===== src/rtl/cover_arb_pkg.sv =====
// cover_arb_pkg: shared FSM type, index width default and saturating adder for the coverage arbiter.
package cover_arb_pkg;
    localparam int IDX_W_DEF = 64;
    typedef enum logic [1:0] {RUN, DRAIN, DONE} state_t;
    function automatic logic [31:0] sat_add32(input logic [31:0] a, input logic [31:0] b);
        logic [32:0] s;
        s = {1'b0, a} + {1'b0, b};
        return s[32] ? 32'hFFFF_FFFF : s[31:0];
    endfunction
endpackage


===== src/rtl/cover_rr_pick.sv =====
// cover_rr_pick: round-robin find-first over requester groups, then lowest set bit inside the chosen group.
module cover_rr_pick
    import cover_arb_pkg::*;
#(
    parameter int NUM_REQ = 4,
    parameter int REQ_W = 8,
    localparam int NB = NUM_REQ * REQ_W,
    localparam int GW = $clog2(NUM_REQ),
    localparam int BW = (REQ_W > 1) ? $clog2(REQ_W) : 1
) (
    input  logic [NB-1:0] pend_i,
    input  logic [GW-1:0] rr_ptr_i,
    output logic          valid_o,
    output logic [GW-1:0] grp_o,
    output logic [BW-1:0] bit_o,
    output logic [NB-1:0] mask_o
);
    always_comb begin
        int g;
        logic [REQ_W-1:0] sl;
        valid_o = 1'b0;
        grp_o = '0;
        bit_o = '0;
        mask_o = '0;
        sl = '0;
        g = 0;
        for (int k = 0; k < NUM_REQ; k++) begin
            g = int'(rr_ptr_i) + k;
            if (g >= NUM_REQ) g = g - NUM_REQ;
            for (int j = 0; j < NUM_REQ; j++) begin
                if (!valid_o && j == g && |pend_i[j*REQ_W +: REQ_W]) begin
                    valid_o = 1'b1;
                    grp_o = GW'(j);
                    sl = pend_i[j*REQ_W +: REQ_W];
                end
            end
        end
        for (int b = REQ_W - 1; b >= 0; b--) if (sl[b]) bit_o = BW'(b);
        for (int i = 0; i < NB; i++) mask_o[i] = valid_o && (i == int'(grp_o) * REQ_W + int'(bit_o));
    end
endmodule


===== src/rtl/cover_toggle_arbiter.sv =====
// cover_toggle_arbiter: merges sticky toggle-coverage hits and serializes them as cover indices with flush/drain.
// Optional COVER_FIRST_HIT_EN: each index is reported at most once until reset.
module cover_toggle_arbiter
    import cover_arb_pkg::*;
#(
    parameter int NUM_REQ = 4,
    parameter int REQ_W = 8,
    parameter int COVER_INDEX = 0,
    parameter int COVER_TOTAL = 8744,
    parameter int IDX_W = IDX_W_DEF,
    localparam int NB = NUM_REQ * REQ_W,
    localparam int CW = $clog2(NB + 1),
    localparam int GW = $clog2(NUM_REQ),
    localparam int BW = (REQ_W > 1) ? $clog2(REQ_W) : 1
) (
    input  logic             gbl_clk,
    input  logic             reset,
    input  logic [NB-1:0]    hit_valid,
    output logic             out_valid,
    input  logic             out_ready,
    output logic [IDX_W-1:0] out_index,
    input  logic             flush_req,
    output logic             flush_done,
    output logic [CW-1:0]    pending_cnt,
    output logic [31:0]      merge_cnt
);
    generate
        if (COVER_INDEX + NB > COVER_TOTAL) begin : g_range_err
            $error("cover_toggle_arbiter: COVER_INDEX + NUM_REQ*REQ_W exceeds COVER_TOTAL");
        end
    endgenerate

    state_t           state_q, state_d;
    logic [NB-1:0]    pend_q, pend_d, hit_acc, load_mask, merge_bits, pick_mask;
    logic             out_valid_q, out_valid_d, pick_valid, load, fire;
    logic [IDX_W-1:0] out_index_q, out_index_d;
    logic [GW-1:0]    rr_q, rr_d, pick_grp;
    logic [BW-1:0]    pick_bit;
    logic [CW-1:0]    pcnt_q;
    logic [31:0]      merge_q, merge_d;
`ifdef COVER_FIRST_HIT_EN
    logic [NB-1:0]    seen_q;
`endif

    cover_rr_pick #(.NUM_REQ(NUM_REQ), .REQ_W(REQ_W)) u_pick (
        .pend_i   (pend_q),
        .rr_ptr_i (rr_q),
        .valid_o  (pick_valid),
        .grp_o    (pick_grp),
        .bit_o    (pick_bit),
        .mask_o   (pick_mask)
    );

    always_comb begin
        fire = out_valid_q && out_ready;
        load = pick_valid && (!out_valid_q || out_ready);
        load_mask = load ? pick_mask : '0;
`ifdef COVER_FIRST_HIT_EN
        // The index being loaded counts as seen already, so a same-cycle repeat is not re-queued.
        hit_acc = (state_q == RUN) ? (hit_valid & ~(seen_q | load_mask)) : '0;
`else
        hit_acc = (state_q == RUN) ? hit_valid : '0;
`endif
        merge_bits = hit_acc & pend_q & ~load_mask;
        pend_d = (pend_q & ~load_mask) | hit_acc;
        merge_d = sat_add32(merge_q, 32'($countones(merge_bits)));
        rr_d = load ? ((int'(pick_grp) == NUM_REQ - 1) ? '0 : pick_grp + 1'b1) : rr_q;
        out_valid_d = load || (out_valid_q && !fire);
        out_index_d = load ? IDX_W'(COVER_INDEX + int'(pick_grp) * REQ_W + int'(pick_bit)) : out_index_q;
        state_d = (state_q == RUN)   ? (flush_req ? DRAIN : RUN) :
                  (state_q == DRAIN) ? (!flush_req ? RUN : (!pick_valid && !out_valid_q) ? DONE : DRAIN) :
                                       (flush_req ? DONE : RUN);
    end

    always_ff @(posedge gbl_clk) begin
        if (!reset) begin
            state_q <= RUN;
            pend_q <= '0;
            out_valid_q <= 1'b0;
            out_index_q <= '0;
            rr_q <= '0;
            pcnt_q <= '0;
            merge_q <= '0;
`ifdef COVER_FIRST_HIT_EN
            seen_q <= '0;
`endif
        end else begin
            state_q <= state_d;
            pend_q <= pend_d;
            out_valid_q <= out_valid_d;
            out_index_q <= out_index_d;
            rr_q <= rr_d;
            pcnt_q <= CW'($countones(pend_d));
            merge_q <= merge_d;
`ifdef COVER_FIRST_HIT_EN
            seen_q <= seen_q | load_mask;
`endif
        end
    end

    assign out_valid = out_valid_q;
    assign out_index = out_index_q;
    assign flush_done = (state_q == DONE);
    assign pending_cnt = pcnt_q;
    assign merge_cnt = merge_q;
endmodule


===== config.mk =====
export PLATFORM = sky130hd
export DESIGN_NAME = cover_toggle_arbiter
export DESIGN_NICKNAME = d
export VERILOG_FILES = /design/src/rtl/cover_arb_pkg.sv /design/src/rtl/cover_rr_pick.sv /design/src/rtl/cover_toggle_arbiter.sv
export SDC_FILE = /design/constraint.sdc
export NUM_CORES = 1
export LEC_CHECK = 0
export ABC_AREA = 1
export CAP_MARGIN = 5
export CORE_MARGIN = 4
export CORE_UTILIZATION = 45
export CTS_BUF_LIST = sky130_fd_sc_hd__clkbuf_4 sky130_fd_sc_hd__clkbuf_8
export DETAILED_ROUTE_END_ITERATION = 12
export PLACE_DENSITY = 0.68
export RECOVER_POWER = 25
export SYNTH_ARGS = -nofsm -noshare
export SYNTH_HDL_FRONTEND = slang
export SYNTH_HIERARCHICAL = 1
export SYNTH_SLANG_ARGS = --single-unit

===== constraint.sdc =====
create_clock -name gbl_clk -period 13.96 [get_ports gbl_clk]
set_input_delay 1.396 -clock gbl_clk [delete_from_list [all_inputs] [get_ports gbl_clk]]
set_output_delay 1.396 -clock gbl_clk [all_outputs]
set_load 0.01 [all_outputs]

# --- Yosys cells after proc, flatten, opt, wreduce, memory -nomap -nowiden ---
# Index checks and enable logic that the tools add are counted.
word_totals:
  regBits: 139
  out_inout_bits: 104
  wordCells: 301
  input_bits: 36
classes:
  n_mux: 69
  magnitude_cmp: 4
  addsub: 73
  n_bitwise: 5
  n_eq_ne: 46
  n_reduce_logical: 97
op_table:
  columns: ["operator", "count"]
  rows:
  - ["equality test 6 x 32 -> 1 bit, first input constant", 16]
  - ["equality test 3 x 32 -> 1 bit, first input constant", 10]
  - ["equality test 5 x 32 -> 1 bit, first input constant", 8]
  - ["two-way mux 32 bit", 7]
  - ["equality test 2 x 32 -> 1 bit, first input constant", 5]
  - ["zero test 32 bit", 5]
  - ["equality test 4 x 32 -> 1 bit, first input constant", 4]
  - ["two-way mux 8 bit", 16]
  - ["bitwise AND 32 bit", 3]
  - ["greater-or-equal comparator 32 x 4 -> 1 bit, second input constant", 3]
  - ["subtractor 32 x 4 -> 32 bit, second input constant", 3]
  - ["logical AND 1 bit", 67]
  - ["adder 1 x 1 -> 2 bit", 32]
  - ["adder 2 x 2 -> 3 bit", 16]
  - ["two-way mux 2 bit", 20]
  - ["adder 32 x 6 -> 33 bit", 1]
  - ["adder 3 x 3 -> 4 bit", 8]
  - ["NOT 32 bit", 1]
  - ["OR 32 bit", 1]
  - ["OR reduction 8 bit", 4]
  - ["two-way mux 3 bit", 8]
  - ["adder 4 x 4 -> 5 bit", 4]
  - ["zero test 1 bit", 18]
  - ["two-way mux 1 bit", 18]
  - ["11 further kinds", 16]

# --- Longest topological paths before layout ---
# Gate-level depths: netlist of run 1.
depth:
  word_depth: 86
  depth_mapped: 55
  ltp_nobuf: 55

# --- Modules after synthesis ---
# Netlist of run 1, hierarchy kept.
modules_own_cells:
  columns: ["module", "seq_area_each_um2", "n_inst", "area_each_um2", "cells_per_inst"]
  rows:
  - ["cover_toggle_arbiter", 1601.5, 1, 6170.9, 841]
  - ["cover_rr_pick", 0.0, 1, 2227.1, 449]

# --- Least setup slack after synthesis of run 1 ---
# No wires, ideal clock.
synth_timing:
  path_kind: "reg2reg"
  start: "reg pend_q[31]"
  end: "reg merge_q[31] (netlist: merge_cnt[31])"
  required_ps: 13851
  path_stages_with_launch: 47
  setup_time_ps: 109
  n_path_buf: 1
  t_arrival_ps: 7867
  synth_period_minus_slack_ps: 7976
  setup_slack_ps: 5984
  path_cell_list: "dfxtp_1 nor2_1 nand2_1 o21ai_4 nand2_4 nor2_8 nand4_4 nor2_4 nand4_2 nor2_2 nand3_1 nor3_4 nand2_1 nand3b_1 nor2_1 nand2_1 nand3_1 nand2_1 [... 11 more ...] inv_1 fa_1 inv_1 fa_1 fa_1 inv_1 fa_1 fa_1 fa_1 nand3_2 nand3_4 nand2_4 a21oi_4 nand2_4 buf_6 nand3_1 nand2_1 inv_1"
synth_via:
  elab_chain_len: 72
  word_cells_on_any_way: 188
  classes_between: "add/sub (33); eq/ne (31); mux (49); bitwise (3); reduce/logical (72)"
synth_rtl:
  columns: ["element", "line_no", "text"]
  rows:
  - ["start: declaration", "cover_toggle_arbiter.sv:34", "logic [NB-1:0] pend_q, pend_d, hit_acc, load_mask, merge_bits, pick_mask;"]
  - ["start signal: assignment", "cover_toggle_arbiter.sv:89", "pend_q <= pend_d;"]
  - ["OR reduction 8 bit", "cover_rr_pick.sv:31", "if (!valid_o && j == g && |pend_i[j*REQ_W +: REQ_W]) begin"]
  - ["logical AND 1 bit", "cover_rr_pick.sv:31", null]
  - ["two-way mux 1 bit", "cover_rr_pick.sv:31", null]
  - ["zero test 1 bit", "cover_rr_pick.sv:31", null]
  - ["logical AND 1 bit (2 in a row)", "cover_rr_pick.sv:31", null]
  - ["two-way mux 1 bit", "cover_rr_pick.sv:31", null]
  - ["zero test 1 bit", "cover_rr_pick.sv:31", null]
  - ["logical AND 1 bit (2 in a row)", "cover_rr_pick.sv:31", null]
  - ["[... 52 more ...]", null, null]
  - ["net pick_mask[16]", "cover_toggle_arbiter.sv:34", null]
  - ["[... 2 more ...]", null, null]
  - ["bitwise AND 32 bit *", "cover_toggle_arbiter.sv:64", "merge_bits = hit_acc & pend_q & ~load_mask;"]
  - ["adder 1 x 1 -> 2 bit (implied by the code) *", "cover_toggle_arbiter.sv:66", "merge_d = sat_add32(merge_q, 32'($countones(merge_bits)));"]
  - ["adder 2 x 2 -> 3 bit (implied by the code) *", "cover_toggle_arbiter.sv:66", null]
  - ["adder 3 x 3 -> 4 bit (implied by the code) *", "cover_toggle_arbiter.sv:66", null]
  - ["adder 4 x 4 -> 5 bit (implied by the code) *", "cover_toggle_arbiter.sv:66", null]
  - ["adder 5 x 5 -> 6 bit (implied by the code) *", "cover_toggle_arbiter.sv:66", null]
  - ["adder 32 x 6 -> 33 bit *", "cover_arb_pkg.sv:7", "s = {1'b0, a} + {1'b0, b};"]
  - ["two-way mux 32 bit *", "cover_arb_pkg.sv:8", "return s[32] ? 32'hFFFF_FFFF : s[31:0];"]
  - ["end signal: assignment", "cover_toggle_arbiter.sv:94", "merge_q <= merge_d;"]
  - ["end: declaration", "cover_toggle_arbiter.sv:40", "logic [31:0] merge_q, merge_d;"]
# Mark *: on every way through the listed nets, which the timed path passes. The rest lies on a longest branch.
# A chain may end at the register's enable or synchronous reset.

# --- Final worst setup path of run 1 ---
layout_timing:
  start: "reg pend_q[22]"
  end: "reg merge_q[29] (netlist: merge_cnt[29])"
layout_via:
  word_cells_on_any_way: 194
  classes_between: "add/sub (33); eq/ne (31); mux (52); bitwise (3); reduce/logical (75)"
layout_rtl:
  columns: ["element", "line_no", "text"]
  rows:
  - ["OR reduction 8 bit *", "cover_rr_pick.sv:31", null]
  - ["logical AND 1 bit", "cover_rr_pick.sv:31", null]
  - ["two-way mux 1 bit", "cover_rr_pick.sv:31", null]
  - ["zero test 1 bit", "cover_rr_pick.sv:31", null]
  - ["logical AND 1 bit (2 in a row)", "cover_rr_pick.sv:31", null]
  - ["two-way mux 1 bit", "cover_rr_pick.sv:31", null]
  - ["zero test 1 bit", "cover_rr_pick.sv:31", null]
  - ["logical AND 1 bit (2 in a row)", "cover_rr_pick.sv:31", null]
  - ["[... 45 more ...]", null, null]
  - ["net pick_grp[1]", "cover_toggle_arbiter.sv:37", "logic [GW-1:0] rr_q, rr_d, pick_grp;"]
  - ["[... 3 more ...]", null, null]
  - ["net pick_mask[0]", "cover_toggle_arbiter.sv:34", null]
  - ["[... 2 more ...]", null, null]
  - ["bitwise AND 32 bit *", "cover_toggle_arbiter.sv:64", null]
  - ["adder 1 x 1 -> 2 bit (implied by the code) *", "cover_toggle_arbiter.sv:66", null]
  - ["adder 2 x 2 -> 3 bit (implied by the code) *", "cover_toggle_arbiter.sv:66", null]
  - ["adder 3 x 3 -> 4 bit (implied by the code) *", "cover_toggle_arbiter.sv:66", null]
  - ["adder 4 x 4 -> 5 bit (implied by the code) *", "cover_toggle_arbiter.sv:66", null]
  - ["adder 5 x 5 -> 6 bit (implied by the code) *", "cover_toggle_arbiter.sv:66", null]
  - ["adder 32 x 6 -> 33 bit *", "cover_arb_pkg.sv:7", null]
  - ["two-way mux 32 bit *", "cover_arb_pkg.sv:8", null]
# Marked as above.

==> reports/metrics.yaml, run 1 <==
status:
  status: "complete, no violations"
synthesis:
  syn_inst: 1290
  synth_fa_ha_area_share_pct: 15.3
  syn_area_mm2: 0.00840
  synth-xor-area-share_pct: 0.939
  synth_edf_count: 0
  synth_compound_area_share_pct: 6.50
  synth.avg_cell_area_um2: 6.51
  async_reset_ff_share_pct: 0
  ys_types: 47
  synthMuxAreaShare_pct: 0
  ys.flop_type: "dfxtp_1"
  synth_simple_gate_area_share_pct: 43.2
  ys_seq_area_share_pct: 19.1
  synth.yosys.warnings: 6
  synth_top_family_by_area: "simple AND/OR/NAND/NOR gates"
  ys_ff_latch: 80
run:
  drv_cap: 0
worst_setup_path:
  cp_common_cell: "fa_1"
  crit_path_end_kind: "register"
  crit_path_top_delay_cell: "clkinv_1"
  arrival_ns: 9.99
  worstPathMaxFanout: 17
  path_class: "register to register"
  cp_slowest_stage_delay_ns: 0.62
  crit_path_start_kind: "register"
  crit_required_ns: 14.21
global_route:
  overflow: 0
  grt_pass1_wl_um: 42800
  grt_pass1_vias: 7961
  grt_usage_pct: 26.7
  grt_max_degree: 55
  antenna_found_initial: 0
timing:
  finalHoldViolations: 0
  worst_slew_pin_slew_ns: 0.695
  slew-limit-headroom_pct: 53.2
  rsz0062_at_grt: "no"
  tns_ns: 0
  fin_crit_ns: 9.74
  finalSetupViolCount: 0
  fmaxAchievable_ghz: 0.103
  timing.final.ws_setup_ns: 4.22
  finalCritPeriodShare_pct: 69.8
  drv_slew: 0
  finalClockSkew_ns: 0.0193
detailed_routing:
  wirelength_um: 27600
  vias: 8490
  wl_per_cell_um: 17.3
  postRouteAntennaNets: 0
  firstDrtPassIters: 7
  avgViaCountPerCell: 5.32
  drt_iter0_drc: 870
  drc_errors: 0
placed_design:
  pre_cts_ws_ns: 4.38
  port_buffers: 80
  place_congestion: 1.03
  placed_cell_area_mm2: 0.00919
  dp_hpwl_um: 22400
final_layout:
  area_growth_syn_to_layout_pct: 11.6
  utilization_pct: 51.6
  antennaDiodeCount: 0
  fin_area_mm2: 0.00937
  n_fill_cell: 1872
  drive_above_1_share_pct: 8.41
  final_nets: 1471
clock_network:
  clock-sinks: 80
  cts-root-buf: "clkbuf_8"
  cts.path.max_buffers: 2
  cts_hold_buf: 0
  cts_tree: "built"
  clk_latency_ns: 0.39
  htree_levels: 3
  cts_resized: 0
  post-cts-setup-buffers: 0
  path_clk_slew_ns: 0.11
  cts-buffers-inserted: 9
min_path:
  hp-class: "register to register"
die:
  die-area_mm2: 0.0209
  die_width_um: 145
  core_mm2: 0.0181
  num_rows: 49
  start_util_pct: 46.3
  die_h_um: 145
  boundaryPins: 140
pwr:
  leakagePower_nw: 4.52
  ir_drop_v: 0.000556
  power_density_mw_per_mm2: 259
-- synth_stat cells, types with 3 or more instances --
cell | count | area [µm²]
nor2_1 | 191 | 717
fa_1 | 50 | 1000
clkbuf_1 | 12 | 45.0
o21ai_1 | 3 | 15.0
nand3b_1 | 9 | 67.6
nand3_2 | 17 | 170
nand2_2 | 10 | 62.6
buf_2 | 5 | 25.0
nor3_1 | 13 | 65.1
inv_1 | 175 | 657
nor2_2 | 22 | 138
clkinv_1 | 3 | 11.3
a21oi_4 | 3 | 48.8
buf_4 | 61 | 458
o21ai_0 | 19 | 95.1
nand2_4 | 9 | 101
o22ai_1 | 4 | 25.0
dfxtp_1 | 80 | 1600
nand4_1 | 50 | 313
xnor2_1 | 8 | 70.1
nand3_1 | 80 | 400
nand2_1 | 348 | 1310
inv_2 | 6 | 22.5
nor2_4 | 9 | 101
ha_1 | 23 | 288
a21oi_1 | 48 | 240
a21boi_0 | 5 | 37.5
-- layer usage --
metal  track usage (%)  vias up  wire, µm
met5                 0        -         0
met4              9.18        0       832
met3              5.13       65      2470
met2              40.5      417     12000
met1              38.0     3927     12300
li1                  -     4081         -
-- cell families (layout without fill, tap and decap cells) --
| family | Yosys count | count (layout) |
|---|---|---|
| XOR/XNOR | 9 | 9 |
| AND/OR/NAND/NOR | 771 | 771 |
| buffers and inverters | 266 | 285 |
| flip-flops | 80 | 80 |
| other | 1 | 59 |
| adder cells (fa/ha/maj) | 73 | 73 |
| AO/OA/AOI/OAI | 90 | 90 |
-- worst max-delay path: cells and delay by family (launching register included) --
family | cells | cell delay [ns]
fa+ha+maj | 8 | 3.93
compound gates | 1 | 0.29
simple gates | 25 | 4.13
flops | 1 | 0.45
buf+inv | 3 | 0.79
-- report_power, final --
| group | switching [mW] | leakage, nW | internal (mW) | total (mW) |
|---|---|---|---|---|
| logic | 1.24 | 3.77 | 0.708 | 1.94 |
| registers | 0.0357 | 0.659 | 0.271 | 0.307 |
| clock network | 0.104 | 0.0884 | 0.0692 | 0.173 |
-- placed cells by master (no fill, tap or decap), types with 48 or more instances in the layout --
cell / count
a21oi_1: 48
clkdlybuf4s50_1: 49
conb_1: 59
dfxtp_1: 80
fa_1: 50
inv_1: 175
nand2_1: 348
nand3_1: 80
nand4_1: 50
nor2_1: 190
-- through the flow --
step	hold WS (ns)	total power [mW]	instances
after detailed placement	0.479	2.24	1580
after CTS	0.501	2.43	1596
after global placement	0.464	2.23	1580
final	0.490	2.43	1596
after floorplan	0.500	1.76	1348
after global routing	0.509	2.70	1596
-- final timing paths --
path | from | endpoint | slack [ns] | cells past startpoint
max reg2reg | pend_q[22]$_SDFF_PN0_ | merge_cnt[29]$_SDFF_PN0_ | 4.22 | 37
min reg2reg | out_index[3]$_SDFFE_PN0N_ | out_index[3]$_SDFFE_PN0N_ | 0.49 | 2
max | pend_q[22]$_SDFF_PN0_ | merge_cnt[29]$_SDFF_PN0_ | 4.22 | 37
min | out_index[3]$_SDFFE_PN0N_ | out_index[3]$_SDFFE_PN0N_ | 0.49 | 2
-- cell type report --
| class | instances | area, µm² | share of cell area, % |
|---|---|---|---|
| Inverter | 185 | 699 | 7.47 |
| Clock buffer | 10 | 131 | 1.40 |
| Multi-Input combinational cell | 1002 | 5770 | 61.6 |
| Tap cell | 229 | 287 | 3.06 |
| Sequential cell | 80 | 1600 | 17.1 |
| Timing Repair Buffer | 84 | 831 | 8.87 |
| Clock inverter | 6 | 52.6 | 0.561 |
-- state kept, by name (all words and copies together) (netlist names) --
| name | count |
|---|---|
| state_q | 2 |
| rr_q | 2 |
| out_valid | 1 |
| merge_cnt | 32 |
| pend_q | 32 |
| out_index | 5 |
| pending_cnt | 6 |
(Power assumes the default switching activity.)
==> inputs of run 2 (changes only) <==
==> constraint.sdc (replaced) <==
create_clock -name gbl_clk -period 9.1 [get_ports gbl_clk]
set_input_delay 0.91 -clock gbl_clk [delete_from_list [all_inputs] [get_ports gbl_clk]]
set_output_delay 0.91 -clock gbl_clk [all_outputs]
set_load 0.01 [all_outputs]
==> reports/metrics.yaml, run 2 (synthesis results as in run 1) <==
die:
  start_util_pct: 46.3  # unchanged
  die_h_um: 145  # unchanged
  die-area_mm2: 0.0209  # unchanged
  boundaryPins: 140  # unchanged
  die_width_um: 145  # unchanged
  core_mm2: 0.0181  # unchanged
  num_rows: 49  # unchanged
detailed_routing:
  avgViaCountPerCell: 5.34  # was 5.32
  wl_met3_um: 2840  # was 2470 µm
  postRouteAntennaNets: 0  # unchanged
  drt_iter0_drc: 900  # was 870
  wirelength_um: 29300  # was 27600 µm
  wl_met2_um: 12300  # was 12000 µm
  wl_per_cell_um: 17.7  # was 17.3 µm
  vias: 8856  # was 8490
  drc_errors: 0  # unchanged
  firstDrtPassIters: 6  # was 7
  wl_met1_um: 13100  # was 12300 µm
  top_layer: "met4"  # unchanged
pwr:
  p_switching_mw: 2.10  # was 1.38 mW
  pwr-share-comb_pct: 81.0  # was 80.2%
  switching_share_pct: 55.2  # was 56.8%
  ir_drop_v: 0.000717  # was 0.000556 V
  power_density_mw_per_mm2: 382  # was 259 mW/mm²
  p_int_mw: 1.71  # was 1.05 mW
  clockPowerShare_pct: 7.1  # was 7.2%
  leakagePower_nw: 4.87  # was 4.52 nW
  pwr-share-seq_pct: 11.9  # was 12.7%
worst_setup_path:
  r2r_end: "merge_cnt[31]$_SDFF_PN0_"  # was merge_cnt[29]$_SDFF_PN0_
  cp_common_cell: "fa_1"  # unchanged
  cp-endpoint: "merge_cnt[31]$_SDFF_PN0_"  # was merge_cnt[29]$_SDFF_PN0_
  r2r_start: "pend_q[13]$_SDFF_PN0_"  # was pend_q[22]$_SDFF_PN0_
  crit_path_start_kind: "register"  # unchanged
  reg2reg_depth: 45  # was 37
  worstPathMaxFanout: 8  # was 17
  worstSetupStartpoint: "pend_q[13]$_SDFF_PN0_"  # was pend_q[22]$_SDFF_PN0_
  arrival_ns: 9.00  # was 9.99 ns
  cp_slowest_stage_delay_ns: 0.60  # was 0.62 ns
  path_class: "register to register"  # unchanged
  worst-r2r-setup-slack_ns: 0.38  # was 4.22 ns
  crit_path_top_delay_cell: "fa_1"  # was clkinv_1
  crit_required_ns: 9.38  # was 14.21 ns
  crit_path_end_kind: "register"  # unchanged
placed_design:
  port_buffers: 80  # unchanged
  dp_cells: 1627  # was 1580
  place_congestion: 1.05  # was 1.03
  dp_hpwl_um: 24100  # was 22400 µm
final_layout:
  final_nets: 1533  # was 1471
  area_growth_syn_to_layout_pct: 19.0  # was 11.6%
  utilization_pct: 55.1  # was 51.6%
  final_cells: 1658  # was 1596
  final_cell_mix: "343 x nand2_1, 184 x nor2_1, 174 x inv_1"  # was 348 x nand2_1, 190 x nor2_1, 175 x inv_1
  antennaDiodeCount: 0  # unchanged
  drive_above_1_share_pct: 13.6  # was 8.41%
  final_common_cell: "nand2_1"  # unchanged
status:
  status: "complete, no violations"  # unchanged
timing:
  worst_slew_pin_slew_ns: 0.678  # was 0.695 ns
  finalHoldViolations: 0  # unchanged
  fin_crit_ns: 8.72  # was 9.74 ns
  tns_ns: 0  # unchanged
  finalClockSkew_ns: 0.0215  # was 0.0193 ns
  drv_slew: 0  # unchanged
  slew-limit-headroom_pct: 54.8  # was 53.2%
  hold_slack_ns: 0.483  # was 0.490 ns
  finalCritPeriodShare_pct: 95.9  # was 69.8%
  fmaxAchievable_ghz: 0.115  # was 0.103 GHz
  finalSetupViolCount: 0  # unchanged
clock_network:
  cts.path.max_buffers: 2  # unchanged
  cts_hold_buf: 0  # unchanged
  htree_levels: 3  # unchanged
  cts-buffers-inserted: 9  # unchanged
  clk_latency_ns: 0.38  # was 0.39 ns
  path_clk_slew_ns: 0.11  # about the same
  cts_tree: "built"  # unchanged
  clock-sinks: 80  # unchanged
  cts-root-buf: "clkbuf_8"  # unchanged
run:
  drv_cap: 0  # unchanged
min_path:
  hp-class: "register to register"  # unchanged
global_route:
  antenna_found_initial: 0  # unchanged
  grt_max_degree: 55  # unchanged
  grt_pass1_vias: 8094  # was 7961
  grt_pass1_wl_um: 44800  # was 42800 µm
  overflow: 0  # unchanged
  grt_usage_pct: 28.2  # was 26.7%
-- run 2: cell count changes in the layout (fill, tap and decap cells not counted), moves of 3 or more --
cell | previous run | this run
nand2_1 | 348 | 343
nand2_2 | 10 | 13
buf_4 | 4 | 63
nor2_4 | 10 | 16
buf_12 | 0 | 3
nor2_1 | 190 | 184
-- run 2: power groups by stage --
stage	clock network, mW	registers, mW	logic (mW)
floorplan	0	0.470	2.23
global placement	0	0.459	2.95
detailed placement	0	0.458	2.98
CTS	0.276	0.451	3.00
global route	0.291	0.459	3.55
finish	0.272	0.453	3.09
-- run 2: area by class of cell --
type | instances | area [µm²]
tap | 229 | 287
inverter | 185 | 699
sequential | 80 | 1600
multi-input combinational | 1002 | 5880
clock buffer | 10 | 138
fill | 1843 | 8160
timing repair buffer | 146 | 1330
clock inverter | 6 | 48.8
-- run 2: how the worst min path moves through the flow --
stage                                          from                        end  slack (ns)  cells past startpoint
after floorplan               pend_q[12]$_SDFF_PN0_      pend_q[12]$_SDFF_PN0_        0.50                      2
after global placement    out_index[1]$_SDFFE_PN0N_  out_index[1]$_SDFFE_PN0N_        0.47                      2
after detailed placement  out_index[1]$_SDFFE_PN0N_  out_index[1]$_SDFFE_PN0N_        0.47                      2
after CTS                 out_index[2]$_SDFFE_PN0N_  out_index[2]$_SDFFE_PN0N_        0.49                      2
after global routing      out_index[0]$_SDFFE_PN0N_  out_index[0]$_SDFFE_PN0N_        0.50                      2
final                     out_index[1]$_SDFFE_PN0N_  out_index[1]$_SDFFE_PN0N_        0.48                      2
-- run 2: through the flow --
stage,instance area (µm²),setup slack [ns],total power [mW]
6_report,9990,0.378,3.81
5_1_grt,9990,-0.0741,4.30
4_1_cts,9740,0.0460,3.73
3_5_place_dp,9550,0.00167,3.44
3_3_place_gp,9550,-0.0842,3.41
2_1_floorplan,8620,1.12,2.70
-- run 2: critical path, delay by kind of cell, from the launching register on --
| kind | cells | cell delay (ns) |
|---|---|---|
| flip-flops | 1 | 0.33 |
| AO/OA/AOI/OAI | 3 | 0.45 |
| buffers and inverters | 8 | 0.77 |
| AND/OR/NAND/NOR | 26 | 3.12 |
| adder cells (fa/ha/maj) | 8 | 3.92 |
-- run 2: repair_timing --
action                                  4_1_cts  5_1_grt
pin swaps                                     1       10
gates resized for setup                       0       29
cloned                                        0        0
buffers inserted                              1       14
endpoints found under the setup margin        1       33
-- run 2: routing by layer --
layer  vias to the layer above  track usage [%]
li1                       4200                -
met1                      4128             40.7
met5                         -                0
met2                       470             40.9
met3                        58             6.65
met4                         0             10.2
==> inputs of run 3 (changes only) <==
--- a/config.mk
+++ b/config.mk
@@ -7,12 +7,12 @@
 export LEC_CHECK = 0
 export ABC_AREA = 1
 export CAP_MARGIN = 5
-export CORE_MARGIN = 4
+export CORE_MARGIN = 3
 export CORE_UTILIZATION = 45
 export CTS_BUF_LIST = sky130_fd_sc_hd__clkbuf_4 sky130_fd_sc_hd__clkbuf_8
 export DETAILED_ROUTE_END_ITERATION = 12
 export PLACE_DENSITY = 0.68
-export RECOVER_POWER = 25
+export RECOVER_POWER = 50
 export SYNTH_ARGS = -nofsm -noshare
 export SYNTH_HDL_FRONTEND = slang
 export SYNTH_HIERARCHICAL = 1
==> reports/metrics.yaml, run 3 (synthesis results as in run 1) <==
status:
  status: "complete, no violations"  # unchanged
timing:
  fmaxAchievable_ghz: 0.114  # was 0.115 GHz
  finalSetupViolCount: 0  # unchanged
  worst_slew_pin_slew_ns: 0.932  # was 0.678 ns
  timing.final.ws_setup_ns: 0.366  # was 0.378 ns
  finalClockSkew_ns: 0.0167  # was 0.0215 ns
  slew-limit-headroom_pct: 37.8  # was 54.8%
  finalCritPeriodShare_pct: 96.0  # was 95.9%
  fin_crit_ns: 8.73  # was 8.72 ns
  drv_slew: 0  # unchanged
  finalHoldViolations: 0  # unchanged
placed_design:
  dp_hpwl_um: 25100  # was 24100 µm
  place_congestion: 1.05  # about the same
  port_buffers: 80  # unchanged
  placed_cell_area_mm2: 0.00974  # was 0.00955 mm²
  pre_cts_ws_ns: 0.216  # was 0.00167 ns
final_layout:
  area_growth_syn_to_layout_pct: 19.7  # was 19.0%
  final_cell_mix: "347 x nand2_1, 188 x nor2_1, 174 x inv_1"  # was 343 x nand2_1, 184 x nor2_1, 174 x inv_1
  n_fill_cell: 1868  # was 1843
  drive_above_1_share_pct: 13.9  # was 13.6%
  antennaDiodeCount: 0  # unchanged
  final_nets: 1549  # was 1533
  final_common_cell: "nand2_1"  # unchanged
  fin_area_mm2: 0.0101  # was 0.00999 mm²
die:
  start_util_pct: 46.3  # unchanged
  boundaryPins: 140  # unchanged
  core_mm2: 0.0181  # unchanged
  num_rows: 49  # unchanged
  die_h_um: 143  # was 145 µm
  die_width_um: 143  # was 145 µm
  die-area_mm2: 0.0203  # was 0.0209 mm²
worst_setup_path:
  crit_required_ns: 9.33  # was 9.38 ns
  worst-r2r-setup-slack_ns: 0.37  # was 0.38 ns
  cp_slowest_stage_delay_ns: 0.55  # was 0.60 ns
  arrival_ns: 8.96  # was 9.00 ns
  crit_path_end_kind: "register"  # unchanged
  crit_path_top_delay_cell: "fa_1"  # unchanged
  worstPathMaxFanout: 11  # was 8
  path_class: "register to register"  # unchanged
  crit_path_start_kind: "register"  # unchanged
  cp_common_cell: "fa_1"  # unchanged
pwr:
  leakagePower_nw: 4.99  # was 4.87 nW
  ir_drop_v: 0.000705  # was 0.000717 V
  power_density_mw_per_mm2: 393  # was 382 mW/mm²
detailed_routing:
  wirelength_um: 30100  # was 29300 µm
  postRouteAntennaNets: 0  # unchanged
  drt_iter0_drc: 832  # was 900
  firstDrtPassIters: 5  # was 6
  drc_errors: 0  # unchanged
  vias: 8844  # was 8856
  avgViaCountPerCell: 5.28  # was 5.34
  wl_per_cell_um: 18.0  # was 17.7 µm
global_route:
  grt_pass1_wl_um: 45500  # was 44800 µm
  grt_pass1_vias: 8002  # was 8094
  overflow: 0  # unchanged
  grt_usage_pct: 29.4  # was 28.2%
  grt_max_degree: 50  # was 55
  antenna_found_initial: 0  # unchanged
clock_network:
  clk_latency_ns: 0.37  # was 0.38 ns
  clock-sinks: 80  # unchanged
  cts.path.max_buffers: 2  # unchanged
  cts-root-buf: "clkbuf_8"  # unchanged
  cts_tree: "built"  # unchanged
  cts-buffers-inserted: 9  # unchanged
  htree_levels: 3  # unchanged
  path_clk_slew_ns: 0.10  # was 0.11 ns
run:
  drv_cap: 0  # unchanged
min_path:
  hp-class: "register to register"  # unchanged
==> run 3: repair_timing <==
action | in CTS | in global routing
hold buffers | 0 | 0
gates resized for setup | 0 | 14
setup buffers | 0 | 8
endpoints found under the setup margin | 0 | 32
==> run 3: report_power, final <==
| group | internal (mW) | switching, mW | leakage (nW) |
|---|---|---|---|
| Clock | 0.136 | 0.156 | 0.105 |
| Sequential | 0.416 | 0.0355 | 0.659 |
| Combinational | 1.26 | 1.95 | 4.23 |
| Total | 1.81 | 2.14 | 4.99 |
==> run 3: per-stage QoR <==
| stage | TNS, ns | cells | power (mW) | util [%] | hold WS (ns) |
|---|---|---|---|---|---|
| global route | -0.0310 | 1674 | 4.35 | 55.4 | 0.505 |
| finish | 0 | 1674 | 3.95 | 55.4 | 0.492 |
| floorplan | 0 | 1348 | 2.70 | - | 0.500 |
| global placement | 0 | 1650 | 3.60 | 53.6 | 0.468 |
| CTS | 0 | 1666 | 3.94 | 54.8 | 0.499 |
| detailed placement | 0 | 1650 | 3.63 | 53.6 | 0.481 |
==> run 3: final cells by class <==
type | count | area [µm²] | share of cell area [%]
multi-input cells | 1002 | 5810 | 57.8
flip-flops and latches | 80 | 1610 | 16.0
repair buffers | 162 | 1450 | 14.4
inverters | 185 | 699 | 6.96
well taps | 229 | 287 | 2.85
clock buffers | 11 | 139 | 1.38
clock inverters | 5 | 65.1 | 0.647
==> run 3: worst paths after layout <==
kind / cells past startpoint / to / startpoint
worst max register to register: 41 / merge_cnt[29]$_SDFF_PN0_ / pend_q[28]$_SDFF_PN0_
worst min-delay path: 2 / out_index[2]$_SDFFE_PN0N_ / out_index[2]$_SDFFE_PN0N_
worst max-delay path: 41 / merge_cnt[29]$_SDFF_PN0_ / pend_q[28]$_SDFF_PN0_
worst min register to register: 2 / out_index[2]$_SDFFE_PN0N_ / out_index[2]$_SDFFE_PN0N_
==> run 3: metal layers <==
metal  wire length (µm)  GRT usage [%]  share of wire [%]  vias to the layer above
met5                  0              0                  0                        -
met4               1180           11.8                3.9                        0
met3               2580           5.56                8.6                       69
met2              13000           43.8                 43                      415
met1              13400           42.0                 44                     4125
li1                   -              -                  -                     4235
==> run 3: critical path: cells and delay by family, from the launching register on <==
family	cells	cell delay [ns]
fa+ha+maj	8	3.90
simple gates	26	3.47
compound gates	3	0.45
flops	1	0.40
buf+inv	4	0.35
